$ cat src/rtl/multicycle_ctrl.sv
// rtl/multicycle_ctrl.sv - multicycle datapath control FSM (optional jump decode via CTRL_JUMP_EN)
module multicycle_ctrl (
  input  logic       clk,
  input  logic       rst,
  input  logic [5:0] Op,
  input  logic [5:0] Funct,
  input  logic       Zero,
  output logic       PCWrite,
  output logic       IRWrite,
  output logic       MemRead,
  output logic       MemWrite,
  output logic       RegWrite,
  output logic       IorD,
  output logic       RegDst,
  output logic       MemToReg,
  output logic       ALUSrcA,
  output logic [1:0] ALUSrcB,
  output logic [1:0] ALUOp,
  output logic [1:0] PCSource,
  output logic       Illegal,
  output logic [3:0] State
);

  typedef enum logic [3:0] {
    S_FETCH   = 4'd0,
    S_DECODE  = 4'd1,
    S_MEMADDR = 4'd2,
    S_MEMRD   = 4'd3,
    S_MEMWB   = 4'd4,
    S_MEMWR   = 4'd5,
    S_REXEC   = 4'd6,
    S_RWB     = 4'd7,
    S_IEXEC   = 4'd8,
    S_IWB     = 4'd9,
    S_BRANCH  = 4'd10,
    S_JUMP    = 4'd11
  } state_t;

  state_t state_q, state_d;

  // Instruction classes, decoded straight from the (stable) instruction register fields
  logic op_lw, op_sw, op_ori, op_beq, op_j, rtype_ok, funct_subu, decode_legal;

  assign op_lw      = (Op == 6'b100011);
  assign op_sw      = (Op == 6'b101011);
  assign op_ori     = (Op == 6'b001101);
  assign op_beq     = (Op == 6'b000100);
  assign funct_subu = (Funct == 6'b100011);
  assign rtype_ok   = (Op == 6'b000000) && ((Funct == 6'b100001) || funct_subu);
`ifdef CTRL_JUMP_EN
  assign op_j       = (Op == 6'b000010);
`else
  assign op_j       = 1'b0;
`endif
  assign decode_legal = op_lw | op_sw | rtype_ok | op_ori | op_beq | op_j;

  // State register; reset aborts any instruction back to FETCH
  always_ff @(posedge clk or posedge rst) begin
    if (rst) state_q <= S_FETCH;
    else     state_q <= state_d;
  end

  // Next-state logic; unused codes 12-15 fall back to FETCH
  always_comb begin
    state_d = S_FETCH;
    case (state_q)
      S_FETCH:   state_d = S_DECODE;
      S_DECODE: begin
        if (op_lw || op_sw)  state_d = S_MEMADDR;
        else if (rtype_ok)   state_d = S_REXEC;
        else if (op_ori)     state_d = S_IEXEC;
        else if (op_beq)     state_d = S_BRANCH;
        else if (op_j)       state_d = S_JUMP;
        else                 state_d = S_FETCH;
      end
      S_MEMADDR: state_d = op_sw ? S_MEMWR : S_MEMRD;
      S_MEMRD:   state_d = S_MEMWB;
      S_REXEC:   state_d = S_RWB;
      S_IEXEC:   state_d = S_IWB;
      default:   state_d = S_FETCH;
    endcase
  end

  // Output decode; everything is gated to 0 while rst is high so no strobe survives an abort
  always_comb begin
    PCWrite  = 1'b0;
    IRWrite  = 1'b0;
    MemRead  = 1'b0;
    MemWrite = 1'b0;
    RegWrite = 1'b0;
    IorD     = 1'b0;
    RegDst   = 1'b0;
    MemToReg = 1'b0;
    ALUSrcA  = 1'b0;
    ALUSrcB  = 2'b00;
    ALUOp    = 2'b00;
    PCSource = 2'b00;
    Illegal  = 1'b0;
    if (!rst) begin
      case (state_q)
        S_FETCH: begin
          MemRead = 1'b1;
          IRWrite = 1'b1;
          PCWrite = 1'b1;
          ALUSrcB = 2'b01;
        end
        S_DECODE: begin
          ALUSrcB = 2'b11;
          Illegal = ~decode_legal;
        end
        S_MEMADDR: begin
          ALUSrcA = 1'b1;
          ALUSrcB = 2'b10;
        end
        S_MEMRD: begin
          MemRead = 1'b1;
          IorD    = 1'b1;
        end
        S_MEMWB: begin
          RegWrite = 1'b1;
          MemToReg = 1'b1;
        end
        S_MEMWR: begin
          MemWrite = 1'b1;
          IorD     = 1'b1;
        end
        S_REXEC: begin
          ALUSrcA = 1'b1;
          ALUOp   = funct_subu ? 2'b01 : 2'b00;
        end
        S_RWB: begin
          RegWrite = 1'b1;
          RegDst   = 1'b1;
        end
        S_IEXEC: begin
          ALUSrcA = 1'b1;
          ALUSrcB = 2'b10;
          ALUOp   = 2'b10;
        end
        S_IWB: begin
          RegWrite = 1'b1;
        end
        S_BRANCH: begin
          ALUSrcA  = 1'b1;
          ALUOp    = 2'b01;
          PCSource = 2'b01;
          PCWrite  = Zero;
        end
`ifdef CTRL_JUMP_EN
        S_JUMP: begin
          PCSource = 2'b10;
          PCWrite  = 1'b1;
        end
`endif
        default: ;
      endcase
    end
  end

  assign State = state_q;

endmodule

$ cat config.mk
export PLATFORM = sky130hd
export DESIGN_NAME = multicycle_ctrl
export DESIGN_NICKNAME = d
export VERILOG_FILES = /design/src/rtl/multicycle_ctrl.sv
export SDC_FILE = /design/constraint.sdc
export NUM_CORES = 1
export LEC_CHECK = 0
export BUFFER_PORTS_ARGS = -buffer_cell sky130_fd_sc_hd__clkbuf_2
export CORE_MARGIN = 2
export CORE_UTILIZATION = 42
export DETAILED_ROUTE_END_ITERATION = 10
export GPL_ROUTABILITY_DRIVEN = 0
export GPL_TIMING_DRIVEN = 0
export HOLD_SLACK_MARGIN = 0.03
export PLACE_DENSITY = 0.88
export SLEW_MARGIN = 15
export SYNTH_ARGS = -nofsm -noshare
export SYNTH_HDL_FRONTEND = slang
export SYNTH_SLANG_ARGS = --single-unit
$ cat constraint.sdc
create_clock -name clk -period 1.4 [get_ports clk]
set_input_delay 0.21 -clock clk [delete_from_list [all_inputs] [get_ports clk]]
set_output_delay 0.21 -clock clk [all_outputs]
set_load 0.005 [all_outputs]
==> impl_metrics.sql <==
INSERT INTO impl_metrics (metric_group, metric, value, unit) VALUES
('setup_path', 'path_delay_family', 'buffers and inverters', ''),
('synthesis', 'ys.flop_type', 'sky130_fd_sc_hd__dfrtp_1', ''),
('power_and_ir_drop', 'power_switching', '380', 'µW'),
('sta', 'grt_setup_unrepaired', 'yes', ''),
('synthesis', 'synthDominantAreaCellType', 'sky130_fd_sc_hd__dfrtp_1', ''),
('clocking', 'cts.htree.levels', '1', ''),
('outcome', 'status', 'finished, violations left', ''),
('synthesis', 'synth_commonest_cells', 'sky130_fd_sc_hd__nand2b_1, sky130_fd_sc_hd__a211oi_1, sky130_fd_sc_hd__buf_2, sky130_fd_sc_hd__dfrtp_1, sky130_fd_sc_hd__inv_1', ''),
('synthesis', 'synth_enable_flop_cells', '0', ''),
('drt', 'first_iter_violations', '19', ''),
('power_and_ir_drop', 'clock_power_share', '14.8', '%'),
('sta', 'min_period', '1.70', 'ns'),
('power_and_ir_drop', 'seqPwrFrac', '16.4', '%'),
('clocking', 'tritoncts_clock_tree', 'yes', ''),
('finish', 'insertedDiodeCount', '0', ''),
('setup_path', 'slowest_stage_cell_crit_path', 'sky130_fd_sc_hd__dfrtp_2', ''),
('setup_path', 'worstPathCellList', 'buf_4 -> buf_4 -> and3b_1 -> o21ai_1 -> a21oi_1 -> buf_2', ''),
('setup_path', 'worst-endpoint-arrival', '1.49', 'ns'),
('floorplanning', 'floorplan.rows', '13', ''),
('place', 'portBuffers', '33', ''),
('clocking', 'worst_setup_hold_path_clk_slew', '0.04', 'ns'),
('setup_path', 'critPathMostFrequentCell', 'sky130_fd_sc_hd__buf_4', ''),
('global_routing', 'first_global_vias', '661', ''),
('drt', 'post-route-drc-count', '0', ''),
('global_routing', 'grt-ovfl-total', '0', ''),
('power_and_ir_drop', 'p_leak', '0.000467', 'µW'),
('drt', 'via_count', '759', ''),
('synthesis', 'seq_area_frac_synth', '16.9', '%'),
('sta', 'maxClockFrequency', '588', 'MHz'),
('floorplanning', 'num_io_pins', '35', ''),
('drt', 'wire_per_inst', '15.0', 'µm'),
('clocking', 'insertion_delay', '0.23', 'ns'),
('drt', 'first_pass_detailed_route_iteration_total', '4', ''),
('synthesis', 'ys_warn_count', '0', ''),
('floorplanning', 'die_x', '41.5', 'µm'),
('place', 'dp_slack', '-0.111', 'ns'),
('clocking', 'numCtsBuffers', '3', ''),
('floorplanning', 'die_h', '41.5', 'µm'),
('place', 'detailed_place_hpwl', '1.24', 'mm'),
('finish', 'post_route_cells_drive_above_1_share', '64.4', '%'),
('synthesis', 'synth_cells', '72', ''),
('clocking', 'clock_path_buffers', '2', ''),
('synthesis', 'syn-mean-instance-area', '8.20', 'µm²'),
('sta', 'maxSlewViolCount', '0', ''),
('clocking', 'total_clock_sinks', '4', ''),
('sta', 'fin_ws', '-0.300', 'ns'),
('drt', 'via_per_inst', '5.71', ''),
('global_routing', 'first_pass_grt_wire_length', '2.93', 'mm'),
('synthesis', 'synth.most_common_cell', 'sky130_fd_sc_hd__nand2b_1', ''),
('synthesis', 'synthDistinctLibCells', '36', ''),
('power_and_ir_drop', 'power.share.combinational', '68.8', '%'),
('sta', 'report.final.setup_viol', '15', ''),
('clocking', 'post_cts_hold_buffer_count', '0', ''),
('power_and_ir_drop', 'worst_ir_drop_vdd', '0.670', 'mV'),
('outcome', 'violations_in_the_final_reports', 'negative setup slack', ''),
('synthesis', 'postSynthRegisterBits', '4', ''),
('global_routing', 'pin_count_of_the_biggest_net_entering_global_routing', '11', ''),
('setup_path', 'timing.critical_path.buf_inv', '3', ''),
('power_and_ir_drop', 'swShare', '39.8', '%'),
('finish', 'flow.area_growth_from_synthesis', '68.0', '%'),
('synthesis', 'asyncSetResetFlopFracSynth', '100', '%'),
('sta', 'final.period_utilization', '121', '%'),
('setup_path', 'worst-endpoint-required', '1.19', 'ns'),
('floorplanning', 'fp.coreArea', '0.00130', 'mm²'),
('global_routing', 'grt_usage', '21.3', '%'),
('drt', 'route.final.wire_length', '2.00', 'mm'),
('setup_path', 'timing.critical_path.slowest_cell_delay', '0.42', 'ns'),
('drt', 'detail-route-antenna-nets', '0', ''),
('synthesis', 'synth.top_cell.area_share', '16.9', '%'),
('finish', 'largest_register_ff_count', '4', ''),
('setup_path', 'crit_fanout', '3', '');
## cell usage in the layout (no fill, tap or decap), types with 2 or more instances in the layout
cell type                   n
sky130_fd_sc_hd__a21oi_1    2
sky130_fd_sc_hd__nand2b_1   2
sky130_fd_sc_hd__dfrtp_2    3
sky130_fd_sc_hd__inv_1      4
sky130_fd_sc_hd__clkbuf_4   3
sky130_fd_sc_hd__nor4_2     3
sky130_fd_sc_hd__nor3_2     3
sky130_fd_sc_hd__nor2_1     3
sky130_fd_sc_hd__a21o_1     3
sky130_fd_sc_hd__nor3_1     2
sky130_fd_sc_hd__buf_4     10
sky130_fd_sc_hd__xnor2_1    2
sky130_fd_sc_hd__nand2_1    2
sky130_fd_sc_hd__a211oi_1   3
sky130_fd_sc_hd__o21ai_1    2
sky130_fd_sc_hd__clkbuf_2  27
sky130_fd_sc_hd__a211oi_2   3
sky130_fd_sc_hd__and3_1     2
sky130_fd_sc_hd__buf_6      5
sky130_fd_sc_hd__and3b_1    2
sky130_fd_sc_hd__nand2b_4   3
sky130_fd_sc_hd__nand4_1    3
sky130_fd_sc_hd__buf_2      7
## worst reg2reg max path, stage by stage (launching register included)
cell	delay, ns
sky130_fd_sc_hd__dfrtp_2	0.42
sky130_fd_sc_hd__buf_6	0.13
sky130_fd_sc_hd__buf_6	0.13
sky130_fd_sc_hd__buf_4	0.15
sky130_fd_sc_hd__nor3_1	0.15
sky130_fd_sc_hd__o2111ai_1	0.14
sky130_fd_sc_hd__o21ai_1	0.16
## metal layers
metal	routed length (µm)	GRT usage (%)	vias to the layer above	part of all wire [%]
li1	-	-	365	-
met1	816	26.4	373	41
met2	1090	37.2	21	54
met3	91	4.35	0	4.6
met4	0	5.16	0	0
met5	0	0	-	0
## worst paths after layout
check	endpoint	slack (ns)	startpoint	cells after the start
min in group clk	State[2]	0.29	Funct[0]	3
setup reg to reg	State[1]	0.04	State[3]	6
max in group asynchronous	State[2]	1.07	rst	3
setup / recovery	RegWrite	-0.30	State[3]	6
hold reg to reg	State[3]	0.69	State[2]	2
hold / removal	State[1]	0.15	rst	3
## layout make-up
type	count	area (µm²)	area share [%]
Inverter	4	15.0	1.51
Buffer	7	68.8	6.94
Multi-Input combinational cell	57	515	52.0
Timing Repair Buffer	43	248	25.0
Sequential cell	4	104	10.5
Tap cell	15	18.8	1.89
Clock buffer	3	22.5	2.27
## power groups by stage
stage	registers [µW]	logic, µW	clock network (µW)
floorplan	154	292	0
global placement	154	441	0
detailed placement	156	448	0
CTS	157	604	145
global route	160	701	152
finish	157	658	141
## through the flow
| stage | cell area, µm² | cells | total power (µW) |
|---|---|---|---|
| 5_1_grt | 992 | 133 | 1010 |
| 4_1_cts | 952 | 132 | 906 |
| 2_1_floorplan | 591 | 72 | 446 |
| 6_report | 992 | 133 | 956 |
| 3_3_place_gp | 774 | 120 | 595 |
| 3_5_place_dp | 774 | 120 | 604 |
## cells by family (layout without fill, tap and decap cells)
logic type                count (synthesis)  count (layout)  synth area share [%]
xor gates and xnor gates                  3               3                  4.45
buffers and inverters                    11              57                  9.11
and+or+nand+nor                          36              36                  45.5
AOI/OAI and AO/OA                        17              17                  23.3
DFF                                       4               4                  16.9
other                                     1               1                 0.635
## repair_timing
item                                    in CTS  in global routing
pin swaps                                    7                  8
setup buffers                                9                  1
gates resized for setup                     21                 16
endpoints found under the setup margin      15                 15
Power figures use the tool's default switching activity.
